`src/rtl/wav_ddr_pkg.sv`:
```
// Shared types and widths for the byte-wide DDRAM port.
// Lanes are 8-bit slices of one 64-bit DDRAM word.
package wav_ddr_pkg;

    localparam int LANES   = 8;
    localparam int LANE_W  = 3;
    localparam int ADDR_W  = 28;
    localparam int TAG_W   = ADDR_W - LANE_W;
    localparam int WADDR_W = 29;
    localparam int LINE_W  = LANES * 8;

    typedef enum logic [1:0] {
        IDLE,
        RD_REQ,
        RD_WAIT,
        WR_REQ
    } state_e;

    function automatic logic [LANES-1:0] lane_be(input logic [LANE_W-1:0] lane);
        lane_be = {{(LANES-1){1'b0}}, 1'b1} << lane;
    endfunction

endpackage

```
`src/rtl/wav_ddr_byte_port.sv`:
```
// Byte-wide request port onto a 64-bit DDRAM bus, with a single-line
// read cache that is kept coherent by write-through.
module wav_ddr_byte_port
    import wav_ddr_pkg::*;
#(
    parameter logic [3:0] BASE = 4'h3
) (
    input  logic                 I_CLK,
    input  logic                 I_RSTn,
    input  logic [ADDR_W-1:0]    I_ADDR,
    input  logic                 I_RD,
    input  logic                 I_WR,
    input  logic [7:0]           I_DIN,
    output logic [7:0]           O_DOUT,
    output logic                 O_READY,
    output logic [WADDR_W-1:0]   O_DDRAM_ADDR,
    output logic [7:0]           O_DDRAM_BURSTCNT,
    output logic                 O_DDRAM_RD,
    output logic                 O_DDRAM_WE,
    output logic [LINE_W-1:0]    O_DDRAM_DIN,
    output logic [LANES-1:0]     O_DDRAM_BE,
    input  logic                 I_DDRAM_BUSY,
    input  logic [LINE_W-1:0]    I_DDRAM_DOUT,
    input  logic                 I_DDRAM_DOUT_READY
);

    state_e              state_q;
    logic                ready_q;
    logic [TAG_W-1:0]    req_tag_q;
    logic [LANE_W-1:0]   req_lane_q;
    logic [TAG_W-1:0]    tag_q;
    logic                valid_q;
    logic [LINE_W-1:0]   line_q;
    logic [7:0]          dout_q;
    logic                rd_q;
    logic                we_q;
    logic [LINE_W-1:0]   ddr_din_q;
    logic [LANES-1:0]    be_q;

    logic [TAG_W-1:0]    in_tag;
    logic [LANE_W-1:0]   in_lane;
    logic                hit;

    assign in_tag  = I_ADDR[ADDR_W-1:LANE_W];
    assign in_lane = I_ADDR[LANE_W-1:0];
    assign hit     = valid_q && (tag_q == in_tag);

    // A hit stays in IDLE but drops ready for one cycle to mark completion.
    always_ff @(posedge I_CLK or negedge I_RSTn) begin
        if (!I_RSTn) begin
            state_q    <= IDLE;
            ready_q    <= 1'b1;
            req_tag_q  <= '0;
            req_lane_q <= '0;
            tag_q      <= '0;
            valid_q    <= 1'b0;
            line_q     <= '0;
            dout_q     <= '0;
            rd_q       <= 1'b0;
            we_q       <= 1'b0;
            ddr_din_q  <= '0;
            be_q       <= '0;
        end else begin
            unique case (state_q)
                IDLE: begin
                    if (!ready_q) begin
                        ready_q <= 1'b1;
                    end else if (I_WR) begin
                        req_tag_q  <= in_tag;
                        req_lane_q <= in_lane;
                        ddr_din_q  <= {LANES{I_DIN}};
                        be_q       <= lane_be(in_lane);
                        we_q       <= 1'b1;
                        ready_q    <= 1'b0;
                        state_q    <= WR_REQ;
                        if (hit)
                            line_q[{in_lane, 3'b000} +: 8] <= I_DIN;
                    end else if (I_RD) begin
                        req_tag_q  <= in_tag;
                        req_lane_q <= in_lane;
                        ready_q    <= 1'b0;
                        if (hit) begin
                            dout_q <= line_q[{in_lane, 3'b000} +: 8];
                        end else begin
                            rd_q    <= 1'b1;
                            state_q <= RD_REQ;
                        end
                    end
                end
                RD_REQ: begin
                    if (!I_DDRAM_BUSY) begin
                        rd_q    <= 1'b0;
                        state_q <= RD_WAIT;
                    end
                end
                RD_WAIT: begin
                    if (I_DDRAM_DOUT_READY) begin
                        line_q  <= I_DDRAM_DOUT;
                        tag_q   <= req_tag_q;
                        valid_q <= 1'b1;
                        dout_q  <= I_DDRAM_DOUT[{req_lane_q, 3'b000} +: 8];
                        ready_q <= 1'b1;
                        state_q <= IDLE;
                    end
                end
                WR_REQ: begin
                    if (!I_DDRAM_BUSY) begin
                        we_q      <= 1'b0;
                        be_q      <= '0;
                        ddr_din_q <= '0;
                        ready_q   <= 1'b1;
                        state_q   <= IDLE;
                    end
                end
                default: begin
                    state_q <= IDLE;
                end
            endcase
        end
    end

    assign O_DOUT           = dout_q;
    assign O_READY          = ready_q;
    assign O_DDRAM_ADDR     = {BASE, req_tag_q};
    assign O_DDRAM_BURSTCNT = 8'd1;
    assign O_DDRAM_RD       = rd_q;
    assign O_DDRAM_WE       = we_q;
    assign O_DDRAM_DIN      = ddr_din_q;
    assign O_DDRAM_BE       = be_q;

endmodule

```
`config.mk`:
```
export PLATFORM = sky130hd
export DESIGN_NAME = wav_ddr_byte_port
export DESIGN_NICKNAME = d
export VERILOG_FILES = /design/src/rtl/wav_ddr_pkg.sv /design/src/rtl/wav_ddr_byte_port.sv
export SDC_FILE = /design/constraint.sdc
export NUM_CORES = 1
export LEC_CHECK = 0
export ABC_CLOCK_PERIOD_IN_PS = 2770
export BUFFER_PORTS_ARGS = -buffer_cell sky130_fd_sc_hd__buf_2
export CAP_MARGIN = 0
export CELL_PAD_IN_SITES_DETAIL_PLACEMENT = 1
export CELL_PAD_IN_SITES_GLOBAL_PLACEMENT = 1
export CORE_ASPECT_RATIO = 1.1
export CORE_MARGIN = 2
export CORE_UTILIZATION = 34
export CTS_BUF_LIST = sky130_fd_sc_hd__clkbuf_8
export DETAILED_ROUTE_END_ITERATION = 7
export PLACE_DENSITY = 0.67
export SETUP_SLACK_MARGIN = 0.1
export SYNTH_ARGS = -nofsm -noshare
export SYNTH_HDL_FRONTEND = slang
export SYNTH_SLANG_ARGS = --single-unit
```
`constraint.sdc`:
```
create_clock -name I_CLK -period 2.77 [get_ports I_CLK]
set_clock_uncertainty 0.1 [all_clocks]
set_input_delay 0.6925 -clock I_CLK [delete_from_list [all_inputs] [get_ports I_CLK]]
set_output_delay 0.6925 -clock I_CLK [all_outputs]
set_load 0.02 [all_outputs]
```
==> flow_summary.json <==
{
  "core_area_um2": 25200,
  "first_global_vias": 7347,
  "yosysSeqAreaShare_pct": 42.4,
  "fmax_mhz": 387,
  "io_buffers": 213,
  "syn_to_final_growth_pct": 19.1,
  "postCtsHoldBufs": 0,
  "top_layer_used": "met4",
  "worst_pin_slew_ns": 0.747,
  "cts_setup_buffers": 0,
  "gp_congestion": 0.875,
  "root_buffer": "clkbuf_8",
  "p_leak_nw": 4.63,
  "postSynthAreaPerCell_um2": 11.2,
  "cts_tree": "yes",
  "route.met2.wl_um": 13800,
  "fin_cells": 1287,
  "p_seq_share_pct": 32.3,
  "fin_ws_ns": 0.186,
  "synth-simple-area-share_pct": 11.4,
  "final_nets": 1072,
  "synthMuxAreaShare_pct": 17.2,
  "dpl-instance-area_um2": 9920,
  "critPathMaxFanout": 9,
  "synth-compound-area-share_pct": 14.9,
  "finish.instance_area_um2": 10300,
  "cap_violations": 0,
  "cts_buffer_depth": 2,
  "wl_met1_um": 11500,
  "synth_top_family_by_area": "multiplexers",
  "drt-pass1-iter-count": 5,
  "p_sw_share_pct": 45.6,
  "place_inst": 1255,
  "startpoint_type": "flip-flop",
  "grt_pass1_wl_um": 43000,
  "grtUsageTotal_pct": 21.2,
  "fin_crit_sh_pct": 93.3,
  "cts_sinks": 147,
  "ff_latch_area_um2": 3680,
  "relSlewSlack_pct": 50.0,
  "powerDensity_nw_per_um2": 1180,
  "switching_power_mw": 5.55,
  "initialDrtViolationCount": 476,
  "num-fill-cells": 2847,
  "cts_made_buffers": 17,
  "multiInputGateArea_um2": 4180,
  "yosys_most_used_dff": "dfrtp_1",
  "drtAntennaViolNets": 0,
  "drt_wl_total_um": 28300,
  "dp_hpwl_um": 20800,
  "dieArea_um2": 26800,
  "post_cts_resized": 0,
  "vias": 7212,
  "drive_above_1_share_pct": 41.7,
  "finalSetupViolations": 0,
  "post_drt_wl_per_cell_um": 22.0,
  "p_int_mw": 6.63,
  "synthArstFlopShare_pct": 100,
  "ys_types": 54,
  "antenna_found_initial": 0,
  "irDropWorstVdd_uv": 501,
  "pwr-share-clk_pct": 14.4,
  "power_frac_comb_pct": 53.3,
  "rsz0062_at_grt": "false",
  "syn_inst": 775,
  "synthAdderAreaFrac_pct": 1.01,
  "start_util_pct": 34.5,
  "status": "completed",
  "critPathCaptureType": "flip-flop",
  "power_mw": 12.2,
  "critical_path_required_ns": 3.04,
  "diodes": 0,
  "min_period_ns": 2.58,
  "yosys_warnings": 0,
  "drv_slew": 0,
  "finalHoldViolCount": 0,
  "die_h_um": 172,
  "die_x_um": 156,
  "htree_num_levels": 4,
  "clkTransAtPathRegs_ns": 0.10,
  "grt_max_degree": 65,
  "overflow": 0,
  "synth_xor_area_share_pct": 2.52,
  "syn_area_um2": 8680,
  "vias_per_cell": 5.60,
  "worst_hold_slack_ns": 0.0681,
  "rows": 61,
  "synth_edf_count": 0,
  "clkLatencyLatePin_ns": 0.49,
  "arrival_ns": 2.85,
  "dp_slack_ns": -0.0882,
  "hold_class": "in2async",
  "ys_ff_latch": 147,
  "dr_wl_met3_um": 1720,
  "worstSetupPathType": "reg2reg",
  "io_pins": 226,
  "drc": 0
}
flip-flops by register name (all words and copies together) (netlist names), 2 cells and up:
register and count:
O_DDRAM_DIN 8, O_DOUT 8, req_tag_q 25, line_q 64
O_DDRAM_BE 8, tag_q 25, req_lane_q 3, state_q 2
worst paths after layout:
kind	depth (start not counted)	from	endpoint	slack, ns
min reg2reg	1	valid_q$_DFFE_PN0P_	valid_q$_DFFE_PN0P_	0.39
min in group I_CLK	2	I_ADDR[11]	req_tag_q[8]$_DFFE_PN0P_	0.36
min	1	I_RSTn	tag_q[20]$_DFFE_PN0P_	0.07
max reg2reg	5	req_lane_q[0]$_DFFE_PN0P_	O_DOUT[2]$_DFFE_PN0P_	0.19
max in group asynchronous	2	I_RSTn	line_q[32]$_DFFE_PN0P_	1.79
max	5	req_lane_q[0]$_DFFE_PN0P_	O_DOUT[2]$_DFFE_PN0P_	0.19
cell families after synthesis:
family                     Yosys count
and+or+nand+nor                    201
adders and majority gates            7
buffers and inverters              130
xor gates and xnor gates            25
DFF                                147
muxes                               93
other                                2
AOI/OAI and AO/OA                  170
per-layer routing:
metal | up-vias | GRT usage (%)
li1 | 3208 | -
met3 | 70 | 4.48
met1 | 3625 | 26.1
met5 | - | 0
met4 | 0 | 10.9
met2 | 309 | 35.3
power by group through the flow:
stage | sequential, mW | clock [mW] | combinational, mW
after floorplan | 4.17 | 0 | 4.75
after global placement | 3.93 | 0 | 6.37
after detailed placement | 3.99 | 0 | 6.48
after CTS | 3.95 | 1.80 | 6.50
after global routing | 4.10 | 1.89 | 6.96
final | 3.93 | 1.76 | 6.48
cell type report:
class,instances,area share (%)
tap,315,3.81
clock inverter,15,1.72
sequential,147,35.6
clock buffer,17,2.26
multi-input combinational,508,40.4
timing repair buffer,277,15.9
inverter,8,0.291
cell usage after synthesis (2+ instances only):
cell type  count  share of area, %
and2_1         9              0.65
nand3_1       25               1.4
nor2b_1        9              0.65
a22oi_1       64               5.5
nor4b_1        2              0.20
and2_0         2              0.14
nand2_1       50               2.2
dfrtp_1      146                42
nor2_1        72               3.1
and3_1         7              0.50
o31ai_1        2              0.17
a221oi_1      55               5.5
nor3_1         2              0.12
ha_1           7               1.0
mux4_1        15               4.5
nand4_1        8              0.58
xnor2_1       25               2.5
buf_2         17              0.98
inv_1          8              0.35
clkbuf_1      10              0.43
mux2_4         8               1.4
mux2_2        53               6.9
a211oi_1      15               1.3
clkbuf_8       2              0.32
nor3_2         2              0.23
o21ai_0        5              0.29
mux4_2        17               4.4
buf_6          9               1.2
a21oi_1       14              0.81
conb_1         2             0.087
buf_4         78               6.7
and4_1         3              0.30
a31oi_1        8              0.58
buf_1          4              0.17
through the flow:
step | util, % | setup TNS, ns
after detailed placement | 39.4 | -0.459
final | 41.0 | 0
after floorplan | - | 0
after global routing | 41.0 | 0
after global placement | 39.4 | 0
after CTS | 41.0 | 0
worst max-delay path: stages (launching register included):
cell and delay, ns:
dfrtp_1 0.68, buf_4 0.31, mux4_1 0.69, a211oi_1 0.29, a31oi_1 0.13, mux2_4 0.29
cell usage in the layout (no fill, tap or decap), types with 2 or more instances in the layout:
master and instances:
mux2_4 8, xnor2_1 25, nor3_4 2, buf_12 7, nor4b_1 2, a31oi_1 8, a21oi_1 13, conb_1 12
and2_1 9, o21ai_0 5, clkbuf_8 17, nor2b_1 8, buf_2 212, mux4_1 15, nand2_1 50, a211oi_1 15
and2_0 2, buf_4 57, a22oi_1 64, nand4_1 8, dfrtp_1 146, inv_8 4, a221oi_1 55, and3_1 7
nand3_1 25, nor3_1 2, and4_1 3, clkinv_8 4, o31ai_1 2, mux2_2 53, nor2_1 71, inv_6 5
mux4_2 17, nor2b_4 2, inv_1 8, ha_1 7
(Power assumes the default switching activity.)
